$ cat src/rtl/huffman_lookup_rom.sv
// Fixed canonical Huffman table: 7-bit ASCII to right-aligned code word and length.
// Optional miss counter is built only when HUFF_MISS_STATS_EN is defined.
module huffman_lookup_rom (
    input  logic        clk,
    input  logic        reset,
    input  logic [6:0]  ascii,
    input  logic        lookup,
    output logic [9:0]  huffman_code,
    output logic [3:0]  bit_length,
    output logic        unmapped,
    output logic [9:0]  code_q,
    output logic [3:0]  length_q,
    output logic [15:0] miss_count
);

    // Table lookup; anything not listed decodes to an empty code of length 0.
    always_comb begin
        huffman_code = 10'd0;
        bit_length   = 4'd0;
        case (ascii)
            7'h20: begin huffman_code = 10'b000;        bit_length = 4'd3;  end
            7'h61: begin huffman_code = 10'b001;        bit_length = 4'd3;  end
            7'h65: begin huffman_code = 10'b010;        bit_length = 4'd3;  end
            7'h74: begin huffman_code = 10'b011;        bit_length = 4'd3;  end
            7'h68: begin huffman_code = 10'b1000;       bit_length = 4'd4;  end
            7'h69: begin huffman_code = 10'b1001;       bit_length = 4'd4;  end
            7'h6e: begin huffman_code = 10'b1010;       bit_length = 4'd4;  end
            7'h6f: begin huffman_code = 10'b1011;       bit_length = 4'd4;  end
            7'h72: begin huffman_code = 10'b1100;       bit_length = 4'd4;  end
            7'h73: begin huffman_code = 10'b1101;       bit_length = 4'd4;  end
            7'h64: begin huffman_code = 10'b11100;      bit_length = 4'd5;  end
            7'h6c: begin huffman_code = 10'b11101;      bit_length = 4'd5;  end
            7'h63: begin huffman_code = 10'b111100;     bit_length = 4'd6;  end
            7'h6d: begin huffman_code = 10'b111101;     bit_length = 4'd6;  end
            7'h75: begin huffman_code = 10'b111110;     bit_length = 4'd6;  end
            7'h77: begin huffman_code = 10'b1111110;    bit_length = 4'd7;  end
            7'h66: begin huffman_code = 10'b11111110;   bit_length = 4'd8;  end
            7'h67: begin huffman_code = 10'b111111110;  bit_length = 4'd9;  end
            7'h70: begin huffman_code = 10'b1111111110; bit_length = 4'd10; end
            7'h79: begin huffman_code = 10'b1111111111; bit_length = 4'd10; end
            default: begin
                huffman_code = 10'd0;
                bit_length   = 4'd0;
            end
        endcase
    end

    // Every table entry has a nonzero length, so length 0 marks a miss.
    assign unmapped = (bit_length == 4'd0);

    // Capture stage: load on lookup, hold otherwise.
    always_ff @(posedge clk or posedge reset) begin
        if (reset) begin
            code_q   <= 10'd0;
            length_q <= 4'd0;
        end else if (lookup) begin
            code_q   <= huffman_code;
            length_q <= bit_length;
        end
    end

`ifdef HUFF_MISS_STATS_EN
    logic [15:0] miss_q;

    // Saturating count of captured lookups that hit no table entry.
    always_ff @(posedge clk or posedge reset) begin
        if (reset) begin
            miss_q <= 16'd0;
        end else if (lookup && unmapped && (miss_q != 16'hFFFF)) begin
            miss_q <= miss_q + 16'd1;
        end
    end

    assign miss_count = miss_q;
`else
    assign miss_count = 16'd0;
`endif

endmodule

$ cat config.mk
export PLATFORM = sky130hd
export DESIGN_NAME = huffman_lookup_rom
export DESIGN_NICKNAME = d
export VERILOG_FILES = /design/src/rtl/huffman_lookup_rom.sv
export SDC_FILE = /design/constraint.sdc
export NUM_CORES = 1
export LEC_CHECK = 0
export CAP_MARGIN = 20
export CELL_PAD_IN_SITES_DETAIL_PLACEMENT = 0
export CELL_PAD_IN_SITES_GLOBAL_PLACEMENT = 1
export CORE_MARGIN = 2
export CORE_UTILIZATION = 30
export DETAILED_ROUTE_END_ITERATION = 6
export PLACE_DENSITY_LB_ADDON = 0.15
export SLEW_MARGIN = 20
export SYNTH_ARGS = -nofsm -noshare
export SYNTH_HDL_FRONTEND = slang
export SYNTH_SLANG_ARGS = --single-unit
$ cat constraint.sdc
create_clock -name clk -period 1.87 [get_ports clk]
set_input_delay 0.374 -clock clk [delete_from_list [all_inputs] [get_ports clk]]
set_output_delay 0.374 -clock clk [all_outputs]
set_load 0.1 [all_outputs]
; ---- Word level (Yosys, flattened, before mapping)
; Cells that the tools add are included.
[word_totals]
word_cells = 30
register_bits = 14
in_bits = 10
[classes]
reduce_logical = 6
mux = 2
n_eq_ne = 20
[op_table]
columns = cell, n
row1 = case mux 10 bit (19 select lines), 1
row2 = equality test 7 bit (second input constant), 19
row3 = case mux 4 bit (8 select lines), 1
row4 = equality test 7 x 6 -> 1 bit (second input constant), 1
row5 = OR reduction 6 bit, 1
row6 = logical NOT 4 bit, 1
row7 = OR reduction 2 bit, 2
row8 = OR reduction 4 bit, 1
row9 = OR reduction 3 bit, 1

; ---- Depth between registers and ports, before layout
[depth]
ltp_word = 4
ltp_mapped = 6

; ---- Least setup slack after synthesis
; Ideal clock, no wire load.
[synth_path]
path_kind = input -> output
start = in ascii[3]
end = out unmapped
slack_ps = -2253
stages = 6
arrival_time_ps = 3749
path_buffers = 2
cell_sequence = buf_2 -> buf_2 -> nor3b_1 -> o21ai_0 -> a41oi_1 -> nor2_1
[synth_between]
elab_chain_len = 4
[synth_rtl]
columns = element, line
row1 = "start, declared", 6  ; input logic [6:0] ascii,
row2 = equality test 7 bit or equality test 7 x 6 -> 1 bit (tied branches), 20  ; case (ascii)
row3 = OR reduction 6 bit (no source line) (tied with other cells), n/a
row4 = case mux 4 bit (8 select lines) *, 20
row5 = logical NOT 4 bit *, 49  ; assign unmapped = (bit_length == 4'd0);
row6 = "end, declared", 10  ; output logic unmapped,
; Every way passes the cells marked *; elsewhere a longest branch is shown, timed or not.

; ---- Final worst setup path
[layout_path]
start = in ascii[2]
end = out bit_length[0]
[layout_between]
elab_chain_len = 3
[layout_rtl]
columns = element, line
row1 = equality test 7 bit or equality test 7 x 6 -> 1 bit (tied branches), 20
row2 = OR reduction 6 bit (no source line) (tied with other cells), n/a
row3 = case mux 4 bit (8 select lines) *, 20
row4 = "end, declared", 9  ; output logic [3:0] bit_length,
; Marked as above.

==> results.yml <==
status:
  status: "complete, but fails checks"
  violations: "setup timing"
clocking:
  clk_pin_slew_ns: 0.06
  clk_path_buf_depth: 2
  cts_buffers: 3
  cts_root_buffer: "clkbuf_8"
  htreeDepth: 1
  clkLatencyLatePin_ns: 0.24
  holdBufCountCts: 0
  cts.sinks: 14
  cts_tree: "built"
synthesis:
  ys_seq_area_share_pct: 26.4
  synth_ff_type: "dfrtp_1"
  async_reset_ff_share_pct: 100
  synth_compound_area_share_pct: 26.1
  synth_mux_area_share_pct: 6.60
  ys_warn_count: 0
  ys_seq_elements: 14
  synth_xor_area_share_pct: 1.32
  synth-simple-area-share_pct: 22.7
  synth_edf_count: 0
  synth_top_family_by_area: "compound AO/OA/AOI/OAI gates"
  ys_types: 50
  syn_area_um2: 1330
  synth_cells: 164
  avgSynthCellArea_um2: 8.09
  synthAdderAreaFrac_pct: 0
die:
  die_width_um: 70.5
  die_h_um: 70.5
  ios: 55
  initial_core_util_pct: 30.9
  fp-row-count: 24
  die_area_um2: 4970
  fp.coreArea_um2: 4290
place:
  dpl_worst_slack_ns: -0.652
  place_area_um2: 2440
  portBuffers: 38
  routabilityCongestion: 0.846
  place_hpwl_um: 3540
global_route:
  grt_pass1_vias: 1622
  grt_usage_pct: 22.9
  antenna_found_initial: 0
  grt_pass1_wl_um: 9000
  grt_max_degree: 15
  grt_overflow: 0
timing:
  worst_slew_margin_rel_pct: 62.2
  setup_tns_ns: -2.35
  slew_violations: 0
  finalSetupViolCount: 15
  setup_slack_ns: -0.223
  fmax_mhz: 478
  rsz0062_at_grt: "yes"
  hold_viol: 0
  min_period_ns: 2.09
  min_period_over_period_pct: 112
  tightest_slew_ns: 0.567
  holdWs_ns: 0.486
  final.setup_skew_ns: 0
detailed_routing:
  finalWirelength_um: 5280
  drt_first_pass_iters: 4
  drc: 0
  wl_per_cell_um: 17.1
  vias: 1570
  drtIter0Drc: 56
  ant_nets: 0
  avgViaCountPerCell: 5.08
cells_and_area:
  fin_area_um2: 2980
  nets: 269
  antennaDiodeCount: 0
  drive_above_1_share_pct: 58.8
  seq_area_um2: 350
  final_common_cell: "buf_4"
  multi_input_area_um2: 1130
  area_delta_synth_final_pct: 124
  fill_cells: 316
  final_cell_mix: "buf_4 (48), buf_12 (34), conb_1 (16)"
hold_path:
  hold_path.class: "input port to asynchronous set/reset pin"
worst_setup_path:
  crit_required_ns: 1.50
  critPathLaunchType: "input port"
  critical_path_class: "input port to output port"
  arrival_ns: 1.72
  crit_fanout: 6
  endpoint_kind: "output port"
job:
  drv_cap: 0
power_and_ir_drop:
  combPwrFrac_pct: 60.6
  netSwitchingPower_mw: 0.673
  ir_drop_v: 0.000345
  cellLeakagePower_nw: 1.28
  powerDensity_nw_per_um2: 493
  p_int_mw: 0.794
  swShare_pct: 45.9
  pwr-share-seq_pct: 22.8
  clockPowerShare_pct: 16.7
## final cells by class
class | instances | area share, %
repair buffers | 104 | 45.1
clock buffers | 3 | 1.39
well taps | 52 | 2.19
flip-flops and latches | 14 | 11.8
multi-input cells | 126 | 38.1
inverters | 10 | 1.47
## repair_timing
| action | 4_1_cts | 5_1_grt |
|---|---|---|
| gates resized for setup | 72 | 4 |
| buffers inserted | 26 | 1 |
| gates cloned | 4 | 0 |
| endpoints found under the setup margin | 21 | 15 |
| pin swaps | 27 | 6 |
## metal layers
metal / vias up / track usage (%) / wire length, µm
met5: - / 0 / 0
met4: 0 / 2.14 / 65
met3: 5 / 4.33 / 234
met2: 49 / 42.9 / 2910
met1: 766 / 27.9 / 2070
li1: 750 / - / -
## flip-flops by register name, summed over array words and instances, names as in the netlist
name / cells
code_q: 10
length_q: 4
## path summary, 6_finish.rpt
kind                             start            end  slack, ns  cells past startpoint
max                           ascii[2]  bit_length[0]      -0.22                      6
min                              reset      code_q[6]       0.49                      2
max reg2reg                  code_q[2]      code_q[2]       1.02                      3
min reg2reg                length_q[0]    length_q[0]       0.56                      1
max in group asynchronous        reset    length_q[1]       1.01                      2
min in group clk           length_q[0]    length_q[0]       0.56                      1
## metrics by stage
step	power (mW)	cells	util, %
floorplan	0.878	179	-
global placement	1.10	276	56.8
detailed placement	1.10	276	56.8
CTS	1.46	309	68.9
global route	1.52	309	69.3
finish	1.47	309	69.3
## synth_stat cells (2+ instances only)
library cell | instances | share of area (%)
o211ai_1 | 2 | 1.1
nor2_1 | 6 | 1.7
o21ai_0 | 6 | 2.3
and3b_1 | 2 | 1.3
buf_4 | 16 | 9.1
nor3b_1 | 3 | 1.7
a21o_1 | 2 | 1.1
dfrtp_1 | 14 | 26
a21oi_1 | 9 | 3.4
nand3_1 | 5 | 1.9
nand3b_1 | 4 | 2.3
nor3_1 | 2 | 0.75
or3_1 | 2 | 0.94
buf_2 | 10 | 3.8
o22ai_1 | 4 | 1.9
nand2_1 | 7 | 2.0
o21ai_1 | 7 | 2.6
mux2_2 | 5 | 4.2
or2_1 | 2 | 0.94
mux2i_1 | 2 | 1.5
and3_1 | 2 | 0.94
nor2b_1 | 5 | 2.4
a31oi_1 | 2 | 0.94
inv_1 | 10 | 2.8
o22a_1 | 3 | 2.0
nand2b_1 | 6 | 2.8
clkbuf_1 | 3 | 0.85
## worst max-delay path, cell delays in order
cell,delay (ns)
buf_8,0.10
buf_12,0.12
or4_4,0.49
a311oi_4,0.25
o21bai_4,0.19
buf_12,0.19
## logic make-up (layout without fill, tap and decap cells)
family,Yosys count,count (layout)
other,1,16
AO/OA/AOI/OAI,50,50
multiplexers,8,8
XOR/XNOR,2,2
AND/OR/NAND/NOR,50,50
flip-flops,14,14
buffers and inverters,39,117
## power groups by stage
stage                     logic [mW]  registers (mW)  clock network, mW
final                          0.889           0.334              0.244
after global routing           0.922           0.336              0.264
after CTS                      0.876           0.334              0.253
after detailed placement       0.761           0.340                  0
after global placement         0.759           0.339                  0
after floorplan                0.440           0.438                  0
No activity file was read; power rests on OpenSTA's default activity.
